===== config.mk =====
export PLATFORM = sky130hd
export DESIGN_NAME = bidir_shift_register_array
export DESIGN_NICKNAME = d
export VERILOG_FILES = /design/src/rtl/bidir_shift_register_array.sv
export SDC_FILE = /design/constraint.sdc
export NUM_CORES = 1
export LEC_CHECK = 0
export ABC_AREA = 0
export ABC_CLOCK_PERIOD_IN_PS = 1900
export CAP_MARGIN = 20
export CORE_AREA = 2 2 93 95
export CTS_BUF_LIST = sky130_fd_sc_hd__clkbuf_8
export DETAILED_ROUTE_END_ITERATION = 6
export DIE_AREA = 0 0 95 97
export DONT_BUFFER_PORTS = 1
export HOLD_SLACK_MARGIN = 0.08
export PLACE_DENSITY = 0.76
export SYNTH_ARGS = -nofsm -noshare
export SYNTH_HDL_FRONTEND = slang
export SYNTH_SLANG_ARGS = --single-unit
export TNS_END_PERCENT = 30

===== constraint.sdc =====
create_clock -name clk -period 1.9 [get_ports clk]
set_input_delay 0.38 -clock clk [delete_from_list [all_inputs] [get_ports clk]]
set_output_delay 0.38 -clock clk [all_outputs]
set_load 0.02 [all_outputs]

===== src/rtl/bidir_shift_register_array.sv =====
// rtl/bidir_shift_register_array.sv - bidirectional shift register array with valid tracking, parallel load and flush
module bidir_shift_register_array #(
    parameter int BIT_WIDTH = 8,
    parameter int DEPTH     = 8
) (
    input  logic                         clk,
    input  logic                         reset_n,
    input  logic                         enable,
    input  logic                         dir,
    input  logic [BIT_WIDTH-1:0]         in,
    input  logic                         in_valid,
    input  logic                         load,
    input  logic [DEPTH*BIT_WIDTH-1:0]   load_data,
    input  logic                         clear,
    output logic [BIT_WIDTH-1:0]         out,
    output logic                         out_valid,
    output logic [DEPTH*BIT_WIDTH-1:0]   taps,
    output logic [$clog2(DEPTH+1)-1:0]   fill_count
);

    localparam int CW = $clog2(DEPTH + 1);

    logic [BIT_WIDTH-1:0] data_q [DEPTH];
    logic [BIT_WIDTH-1:0] data_d [DEPTH];
    logic [DEPTH-1:0]     valid_q;
    logic [DEPTH-1:0]     valid_d;
    logic [CW-1:0]        fill_q;
    logic [CW-1:0]        fill_d;
    logic                 exit_valid;

    // Flag of the stage that a shift in the current direction would discard.
    assign exit_valid = dir ? valid_q[0] : valid_q[DEPTH-1];

    // Next-state: clear beats load beats shift; otherwise everything holds.
    always_comb begin
        data_d  = data_q;
        valid_d = valid_q;
        fill_d  = fill_q;
        if (clear) begin
            for (int i = 0; i < DEPTH; i++) begin
                data_d[i] = '0;
            end
            valid_d = '0;
            fill_d  = '0;
        end else if (load) begin
            for (int i = 0; i < DEPTH; i++) begin
                data_d[i] = load_data[i*BIT_WIDTH +: BIT_WIDTH];
            end
            valid_d = '1;
            fill_d  = CW'(DEPTH);
        end else if (enable) begin
            if (!dir) begin
                data_d[0]  = in;
                valid_d[0] = in_valid;
                for (int i = 1; i < DEPTH; i++) begin
                    data_d[i]  = data_q[i-1];
                    valid_d[i] = valid_q[i-1];
                end
            end else begin
                data_d[DEPTH-1]  = in;
                valid_d[DEPTH-1] = in_valid;
                for (int i = 0; i < DEPTH - 1; i++) begin
                    data_d[i]  = data_q[i+1];
                    valid_d[i] = valid_q[i+1];
                end
            end
            // Occupancy moves only when the entering and leaving flags differ,
            // so it tracks popcount of the flags and can never wrap.
            if (in_valid && !exit_valid) begin
                fill_d = fill_q + CW'(1);
            end else if (!in_valid && exit_valid) begin
                fill_d = fill_q - CW'(1);
            end
        end
    end

    // State registers; reset empties the array immediately, independent of clk.
    always_ff @(posedge clk or negedge reset_n) begin
        if (!reset_n) begin
            for (int i = 0; i < DEPTH; i++) begin
                data_q[i] <= '0;
            end
            valid_q <= '0;
            fill_q  <= '0;
        end else begin
            for (int i = 0; i < DEPTH; i++) begin
                data_q[i] <= data_d[i];
            end
            valid_q <= valid_d;
            fill_q  <= fill_d;
        end
    end

    // Outputs follow state and dir combinationally, so a dir change re-selects the exit stage at once.
    always_comb begin
        taps = '0;
        for (int i = 0; i < DEPTH; i++) begin
            taps[i*BIT_WIDTH +: BIT_WIDTH] = data_q[i];
        end
        out        = dir ? data_q[0] : data_q[DEPTH-1];
        out_valid  = exit_valid;
        fill_count = fill_q;
    end

endmodule


Word-level counts from Yosys, hierarchy flattened

Cells that the tools add are included.

Register bits: 76
Output and inout bits: 77

Add/sub/neg operators: 2
Muxes and demuxes: 15
Reduce and logical (&&, ||, !) cells: 7

Operators by type and width:

| cell                | number |
|---|---|
| $mux 64             | 4 |
| $mux 8              | 5 |
| $mux 4              | 5 |
| $add 4x1->4 const B | 1 |
| $reduce_bool 4->1   | 1 |
| $sub 4x1->4 const B | 1 |
| $reduce_bool 3->1   | 1 |
| $logic_and 1x1->1   | 2 |
| $logic_not 1->1     | 2 |
| $reduce_and 2->1    | 1 |
| $mux 1              | 1 |

Logic depth before layout (Yosys ltp)

Gate-level depths: netlist of run 1.

Word-level depth: 7
Gate-level depth with buffers: 10

Worst setup path after synthesis of run 1

No wires, ideal clock.

Path kind: input -> register
Start: in dir
End: reg fill_q[3], in the netlist fill_count[3]
Setup time: 0.095 ns
Data arrival time: 2.171 ns
Data required time: 1.805 ns
Setup slack: -0.366 ns
Stages: 10
Buffers on the path: 2
Path through: buf_6 buf_4 mux2i_1 ha_1 inv_1 ha_1 a21o_1 a21oi_1 a21oi_1 nor4b_2

Longest elaborated chain between the ends: 7
Elaborated cells on any way between the ends: 10

Ends and longest elaborated chain:

| what                 | RTL line | text |
|---|---|---|
| start, declared      | 9        | `input logic dir,` |
| $mux 1 (*)           | 32       | `assign exit_valid = dir ? valid_q[0] : valid_q[DEPTH-1];` |
| $logic_not 1->1      | 69       | `if (in_valid && !exit_valid) begin` |
| $logic_and 1x1->1    | 69       |  |
| $mux 4               | 69       |  |
| $mux 4               | 51       | `end else if (enable) begin` |
| $mux 4               | 45       | `end else if (load) begin` |
| $mux 4               | 39       | `if (clear) begin` |
| end signal, assigned | 90       | `fill_q <= fill_d;` |
| end, declared        | 27       | `logic [CW-1:0] fill_q;` |

Mark *: on every way between the ends. The rest lies on a longest branch, timed or not. The select of a mux whose other input is x is not followed.
A chain may end at the register's enable or synchronous reset.

Worst setup path in the final report of run 1

Start: reg valid_q[0]
End: reg fill_q[3], in the netlist fill_count[3]

Longest elaborated chain between the ends: 7
Elaborated cells on any way between the ends: 10

Ends and longest elaborated chain:

| what                   | RTL line | text |
|---|---|---|
| start, declared        | 25       | `logic [DEPTH-1:0] valid_q;` |
| start signal, assigned | 89       | `valid_q <= valid_d;` |
| $mux 1 (*)             | 32       |  |
| $logic_not 1->1        | 69       |  |
| $logic_and 1x1->1      | 69       |  |
| $mux 4                 | 69       |  |
| $mux 4                 | 51       |  |
| $mux 4                 | 45       |  |
| $mux 4                 | 39       |  |

Marks and branches as above.

==> qor.yml, run 1 <==
status: "finished, violations left"
violations: "hold timing"
ys_seq_elements: 76
final_area_um2: 4760
wl_per_cell_um: 22.2
pwr-share-comb_pct: 11.5
crit_fanout: 4
ant_nets: 0
cellPowerDensity_nw_per_um2: 837
max_freq_ghz: 0.553
fin_crit_sh_pct: 95.2
fp.dieW_um: 95
drive_gt1_share_pct: 6.53
rsz0062_at_grt: "no"
die_height_um: 97
syn-num-nets: 605
switchingPower_mw: 1.12
power_mw: 3.99
syn_area_per_cell_um2: 8.99
ioPinCount: 156
report.final.hold_viol_count: 76
synth_top_cell_by_area: "dfrtp_1"
place_area_um2: 4500
cts-root-buf: "clkbuf_8"
synthDistinctLibCells: 24
slew_headroom_pct: 71.9
p_leak_nw: 2.13
cts_sinks: 76
cts_buffers: 9
slew_violations: 0
initial_core_util_pct: 57.7
utilization_pct: 58.5
cts_tree: "built"
grt_max_degree: 146
post-dp-hpwl_um: 8530
first_pass_iters: 5
cts_max_path_buffers: 2
cp_data_arrival_time_ns: 2.05
fin_ws_ns: 0.0908
globalRouteOverflowTotal: 0
crit_path_start_kind: "register"
fin_nets: 569
drt_iter0_markers: 277
final_cells: 595
r2r-end: "fill_count[3]$_DFFE_PN0P_"
wirelength_um: 13200
fin_crit_ns: 1.81
synth_top_area_share_pct: 40.5
finalSetupTns_ns: 0
cp.required_ns: 2.14
grt_pass1_wl_um: 20300
vias: 3831
grtUsageTotal_pct: 28.5
hold_slack_ns: -0.275
core_area_um2: 8130
fill_cells: 711
finalSetupViolCount: 0
timing.rr.start: "valid_q[0]$_DFFE_PN0P_"
diodes: 0
critPathKind: "reg2reg"
cp-end-kind: "register"
synth_area_um2: 4690
preCtsSetupSlack_ns: 0.0352
power_frac_seq_pct: 50.5
dp_cells: 578
htreeDepth: 3
syn_inst: 522
viasPerCell: 6.44
worst_r2r_path_depth: 8
worst_pin_slew_ns: 0.422
peakVddDrop_mv: 0.401
path_clk_slew_ns: 0.08
skew_ns: 0.0131
dieArea_um2: 9220
grt_pass1_vias: 3683
p_int_mw: 2.87
pwr-share-clk_pct: 38.0
area_growth_pct: 1.49
insertion_delay_ns: 0.34
io_buffer_count: 0
min_path_type: "in2async"
synth.area.top_cells: "dfrtp_1, mux2i_1, nor2_1, a211oi_1, a21oi_1"
antenna_found_initial: 0
switching_share_pct: 28.1
rows: 33
drc: 0
drv_cap: 0
r2r_setup_slack_ns: 0.09
yosys_warnings: 0
place.gp.congestion: 0.843
yosysSeqAreaShare_pct: 40.5
## synthesized netlist by cell type
| master | instances |
|---|---|
| buf_12 | 7 |
| mux2i_1 | 74 |
| o21ai_1 | 1 |
| buf_4 | 1 |
| inv_1 | 4 |
| and3_1 | 1 |
| ha_1 | 3 |
| dfrtp_1 | 76 |
| buf_6 | 3 |
| fa_1 | 1 |
| or3_1 | 1 |
| a21oi_1 | 74 |
| a21o_1 | 1 |
| a211oi_1 | 64 |
| nor2_1 | 154 |
| nand4b_1 | 1 |
| mux2_2 | 8 |
| nor4b_2 | 1 |
| buf_2 | 18 |
| a2111oi_2 | 1 |
| clkbuf_1 | 21 |
| xnor2_1 | 2 |
| nor3_1 | 4 |
| nor2b_1 | 1 |
## registers in the layout (all words and copies together) (netlist names)
| signal | cells |
|---|---|
| taps | 64 |
| fill_count | 4 |
| valid_q | 8 |
## power groups by stage
stage,Clock [mW],Combinational (mW),Sequential (mW)
CTS,1.53,0.459,2.01
global route,1.60,0.526,2.03
global placement,0,0.429,2.04
finish,1.51,0.460,2.01
detailed placement,0,0.454,2.04
floorplan,0,0.585,1.96
## final cells by class
cell class              instances  area, um^2  area share [%]
inverters                       4        15.0           0.315
multi-input cells             392        2450            51.4
clock buffers                  10         138            2.89
well taps                     105         131            2.76
flip-flops and latches         76        1900            39.9
clock inverters                 5         101            2.13
repair buffers                  3        25.0           0.525
## kinds of logic after synthesis
| kind of cell | count (synthesis) | synth area share, % |
|---|---|---|
| adder cells (fa/ha/maj) | 4 | 1.23 |
| flip-flops | 76 | 40.5 |
| multiplexers | 82 | 17.7 |
| AO/OA/AOI/OAI | 141 | 18.7 |
| AND/OR/NAND/NOR | 163 | 13.7 |
| buffers and inverters | 54 | 7.79 |
| XOR/XNOR | 2 | 0.373 |
## per-layer routing
metal  vias up  track usage, %  part of all wire (%)
li1       1776               -                     -
met1      1855            36.2                    39
met2       172            44.8                    49
met3        28            9.42                   9.3
met4         0            10.8                   2.5
met5         -               0                     0
## critical path, stage by stage, from the launching register on
cell	delay, ns
dfrtp_1	0.40
mux2i_1	0.21
ha_2	0.27
inv_2	0.07
ha_4	0.20
a21o_1	0.16
a21oi_2	0.15
a21oi_2	0.05
nor4b_2	0.21
## timing repair
| action | in CTS | in global routing |
|---|---|---|
| setup endpoints to repair | 0 | 2 |
| setup buffers | 0 | 1 |
| resized for setup | 0 | 1 |
| hold endpoints to repair | 76 | 80 |
## how the worst max path moves through the flow
stage	start	endpoint	slack [ns]
floorplan	dir	fill_count[3]$_DFFE_PN0P_	-0.12
global placement	dir	fill_count[3]$_DFFE_PN0P_	0.12
detailed placement	dir	fill_count[3]$_DFFE_PN0P_	0.04
CTS	valid_q[0]$_DFFE_PN0P_	fill_count[3]$_DFFE_PN0P_	0.05
global route	valid_q[0]$_DFFE_PN0P_	fill_count[3]$_DFFE_PN0P_	0.003
finish	valid_q[0]$_DFFE_PN0P_	fill_count[3]$_DFFE_PN0P_	0.09
## cells in the final DEF (no fill, tap or decap)
cell type | synthesis | routed
a2111oi_2 | 1 | 1
a211oi_1 | 64 | 64
a21o_1 | 1 | 1
a21oi_1 | 74 | 72
a21oi_2 | 0 | 2
and3_1 | 1 | 1
buf_4 | 1 | 2
bufinv_16 | 0 | 3
clkbuf_8 | 0 | 10
clkinvlp_4 | 0 | 1
dfrtp_1 | 76 | 76
dlygate4sd3_1 | 0 | 1
fa_1 | 1 | 1
ha_1 | 3 | 1
ha_2 | 0 | 1
ha_4 | 0 | 1
inv_1 | 4 | 4
inv_2 | 0 | 1
mux2_2 | 8 | 8
mux2i_1 | 74 | 74
nand4b_1 | 1 | 1
nor2_1 | 154 | 154
nor2b_2 | 0 | 1
nor3_1 | 4 | 4
nor4b_2 | 1 | 1
o21ai_1 | 1 | 1
or3_1 | 1 | 1
xnor2_1 | 2 | 2
(Power assumes the default switching activity.)
==> run 2, diff against run 1 <==
- ABC_CLOCK_PERIOD_IN_PS: 1900 -> 1600
- clock period: 1.9 -> 1.6 ns (I/O delays scaled with it)
==> qor.yml, run 2 (synthesis results as in run 1) <==
viasPerCell: 6.31
critPathKind: "reg2reg"
cts_sinks: 76
first_pass_iters: 6
cts_tree: "built"
drt_iter0_markers: 287
utilization_pct: 59.6
report.final.hold_viol_count: 76
fin_crit_ns: 1.78
wirelength_um: 13200
vias: 3851
wl_per_cell_um: 21.6
antenna_found_initial: 0
drv_cap: 0
status: "finished, violations left"
cp-end-kind: "register"
place.gp.congestion: 0.841
min_path_type: "in2async"
core_area_um2: 8130
hold_slack_ns: -0.343
path_clk_slew_ns: 0.08
fin_ws_ns: -0.183
post-dp-hpwl_um: 8520
slew_violations: 0
largest_register_ffs: 64
cellPowerDensity_nw_per_um2: 881
initial_core_util_pct: 57.7
crit_path_start_kind: "register"
peakVddDrop_mv: 0.445
io_buffer_count: 0
slew_headroom_pct: 72.1
drive_gt1_share_pct: 8.91
drc: 0
max_freq_ghz: 0.561
fp.dieW_um: 95
grt_pass1_vias: 3648
globalRouteOverflowTotal: 0
skew_ns: 0.00548
cp_data_arrival_time_ns: 2.01
area_growth_pct: 3.25
fin_nets: 585
final_common_cell: "nor2_1"
crit_fanout: 3
diodes: 0
ant_nets: 0
htreeDepth: 3
worst_pin_slew_ns: 0.419
violations: "hold timing, setup timing"
grt_pass1_wl_um: 20200
cts_buffers: 9
insertion_delay_ns: 0.35
final_cell_mix: "nor2_1, mux2i_1, a21oi_1"
rsz0062_at_grt: "yes"
cts-root-buf: "clkbuf_8"
die_height_um: 97
p_leak_nw: 2.18
finalSetupViolCount: 3
rows: 33
ioPinCount: 156
grt_max_degree: 146
cp.required_ns: 1.83
cts_max_path_buffers: 2
grtUsageTotal_pct: 28.7
fin_crit_sh_pct: 111
dieArea_um2: 9220
run 2: cell count changes in the layout (fill, tap and decap cells not counted), sizes merged:
cell,delta
buf,+8
bufinv,-3
clkinv,+3
clkinvlp,-1
dlygate4sd3,+8
run 2: repair_timing:
item / in CTS / in global routing
setup endpoints to repair: 6 / 9
buffers inserted: 1 / 1
gates cloned: 0 / 0
resized for setup: 3 / 6
pin swaps: 0 / 1
hold endpoints to repair: 152 / 144
hold buffers: 8 / 1
run 2: where the power goes:
part,total (mW),internal [mW],switching (mW)
Combinational,0.607,0.336,0.271
Clock,1.28,0.576,0.701
Sequential,2.38,2.05,0.339
run 2: final timing paths:
kind                                             end  cells past startpoint                      start  slack, ns
setup / recovery           fill_count[3]$_DFFE_PN0P_                      8     valid_q[0]$_DFFE_PN0P_      -0.18
hold / removal                  taps[31]$_DFFE_PN0P_                      0                    reset_n      -0.34
setup reg to reg           fill_count[3]$_DFFE_PN0P_                      8     valid_q[0]$_DFFE_PN0P_      -0.18
hold reg to reg            fill_count[0]$_DFFE_PN0P_                      3  fill_count[0]$_DFFE_PN0P_       0.71
max in group asynchronous       taps[61]$_DFFE_PN0P_                      0                    reset_n       1.79
min in group clk                 taps[2]$_DFFE_PN0P_                      1                      clear       0.03
run 2: worst max-delay path, stage by stage, from the launching register on:
cell and delay (ns):
dfrtp_1 0.38, mux2i_1 0.19, ha_2 0.25, inv_2 0.06, ha_4 0.20, a21o_1 0.16
a21oi_2 0.16, o21ai_1 0.09, nor4b_2 0.16
run 2: cell type report:
cell class              count  area [um^2]
fillers                   730         3290
multi-input cells         392         2470
flip-flops and latches     76         1910
repair buffers             19          165
clock buffers              10          138
well taps                 105          131
clock inverters             4         18.8
inverters                   4         15.0
run 2: metal layers:
layer / global-route usage (%) / part of all wire [%] / wire [um]
met3: 9.03 / 9.2 / 1220
met2: 46.4 / 50 / 6580
met4: 9.92 / 1.7 / 228
met5: 0 / 0 / 0
met1: 36.0 / 39 / 5160
run 2: metrics by stage:
| stage | cell area, um^2 | setup TNS [ns] | total power, mW | worst slack, ns | instances |
|---|---|---|---|---|---|
| finish | 4840 | -0.378 | 4.27 | -0.183 | 610 |
| global route | 4840 | -0.790 | 4.46 | -0.318 | 610 |
| floorplan | 4730 | -0.971 | 3.03 | -0.364 | 522 |
| CTS | 4800 | -0.382 | 4.27 | -0.174 | 608 |
| detailed placement | 4560 | -0.404 | 2.98 | -0.177 | 585 |
| global placement | 4560 | -0.147 | 2.95 | -0.0991 | 585 |
==> run 3, diff against run 2 <==
- MAX_ROUTING_LAYER: unset -> met4
==> qor.yml, run 3 (synthesis results as in run 1) <==
worst_pin_slew_ns: 0.411
critPathKind: "reg2reg"
cts_max_path_buffers: 2
slew_violations: 0
cp_data_arrival_time_ns: 2.02
first_pass_iters: 5
preCtsSetupSlack_ns: -0.177
cts_tree: "built"
ioPinCount: 156
switching_share_pct: 30.7
grt_busiest_layer: "met2"
max_freq_ghz: 0.559
dieArea_um2: 9220
ant_nets: 0
area_growth_pct: 3.25
antenna_found_initial: 0
grtUsageTotal_pct: 29.5
fin_ws_ns: -0.189
core_area_um2: 8130
violations: "hold timing, setup timing"
peakVddDrop_mv: 0.446
cp.required_ns: 1.83
wl_per_cell_um: 21.5
post-dp-hpwl_um: 8520
final_cell_mix: "nor2_1, mux2i_1, a21oi_1"
cellPowerDensity_nw_per_um2: 880
initial_core_util_pct: 57.7
final_common_cell: "nor2_1"
status: "finished, violations left"
rows: 33
rsz0062_at_grt: "yes"
cts_sinks: 76
largest_register_ffs: 64
power_frac_seq_pct: 55.9
met3_usage_pct: 7.79
cts-root-buf: "clkbuf_8"
p_int_mw: 2.96
path_clk_slew_ns: 0.08
multi_input_area_um2: 2470
fp.dieW_um: 95
hold_slack_ns: -0.343
pwr-share-comb_pct: 14.2
drt_iter0_markers: 292
io_buffer_count: 0
power_mw: 4.26
cp-end-kind: "register"
globalRouteOverflowTotal: 0
insertion_delay_ns: 0.35
grt_pass1_vias: 3643
drive_gt1_share_pct: 8.91
skew_ns: 0.00536
use_met2_pct: 46.4
viasPerCell: 6.28
min_path_type: "in2async"
grt_max_degree: 146
drv_cap: 0
vias: 3833
grt_pass1_wl_um: 20200
place.gp.congestion: 0.854
cts_buffers: 9
met1_usage_pct: 36.8
p_leak_nw: 2.18
seqCellArea_um2: 1910
crit_fanout: 3
finalSetupViolCount: 3
crit_path_start_kind: "register"
fill_cells: 731
report.final.hold_viol_count: 76
wirelength_um: 13100
slew_headroom_pct: 72.6
diodes: 0
htreeDepth: 3
switchingPower_mw: 1.31
die_height_um: 97
fin_crit_sh_pct: 112
pwr-share-clk_pct: 29.9
fin_nets: 585
fin_crit_ns: 1.79
drc: 0
[run 3: cell counts in the layout (fill, tap and decap cells not counted)]
Identical to the previous run, type by type.
[run 3: routing by layer]
metal,vias up,share of wire (%)
li1,1806,-
met4,0,2.1
met1,1837,41
met2,158,49
met5,-,0
met3,32,7.8
[run 3: repair_timing]
| action | 4_1_cts | 5_1_grt |
|---|---|---|
| gates resized for setup | 3 | 6 |
| endpoints found under the hold margin | 152 | 144 |
| setup endpoints to repair | 6 | 9 |
| hold buffers | 8 | 1 |
| pin swaps | 0 | 1 |
| buffers inserted | 1 | 1 |
[run 3: layout make-up]
| cell class | count | share of cell area (%) |
|---|---|---|
| sequential | 76 | 39.4 |
| tap | 105 | 2.71 |
| clock inverter | 4 | 0.387 |
| timing repair buffer | 19 | 3.41 |
| inverter | 4 | 0.310 |
| multi-input combinational | 392 | 50.9 |
| clock buffer | 10 | 2.84 |
[run 3: final timing paths]
kind                                             end  cells past startpoint  slack, ns                       from
hold / removal                  taps[31]$_DFFE_PN0P_                      0      -0.34                    reset_n
setup / recovery           fill_count[3]$_DFFE_PN0P_                      8      -0.19     valid_q[0]$_DFFE_PN0P_
setup reg to reg           fill_count[3]$_DFFE_PN0P_                      8      -0.19     valid_q[0]$_DFFE_PN0P_
min in group clk                 taps[2]$_DFFE_PN0P_                      1       0.03                      clear
hold reg to reg            fill_count[0]$_DFFE_PN0P_                      3       0.71  fill_count[0]$_DFFE_PN0P_
max in group asynchronous        taps[5]$_DFFE_PN0P_                      0       1.83                    reset_n
[run 3: power by group through the flow]
stage / clock [mW] / combinational (mW) / sequential [mW]
2_1_floorplan: 0 / 0.694 / 2.33
3_3_place_gp: 0 / 0.535 / 2.41
3_5_place_dp: 0 / 0.563 / 2.42
4_1_cts: 1.29 / 0.594 / 2.38
5_1_grt: 1.37 / 0.691 / 2.40
6_report: 1.27 / 0.607 / 2.38
[run 3: per-stage QoR]
stage,cell area (um^2),std cells,setup TNS (ns),utilization (%)
2_1_floorplan,4730,522,-0.971,-
3_3_place_gp,4560,585,-0.147,56.0
3_5_place_dp,4560,585,-0.404,56.0
4_1_cts,4800,608,-0.382,59.1
5_1_grt,4840,610,-0.784,59.6
6_report,4840,610,-0.396,59.6
[run 3: critical path: stages (launching register included)]
cell	delay (ns)
dfrtp_1	0.39
mux2i_1	0.19
ha_2	0.25
inv_2	0.06
ha_4	0.20
a21o_1	0.16
a21oi_2	0.16
o21ai_1	0.09
nor4b_2	0.16
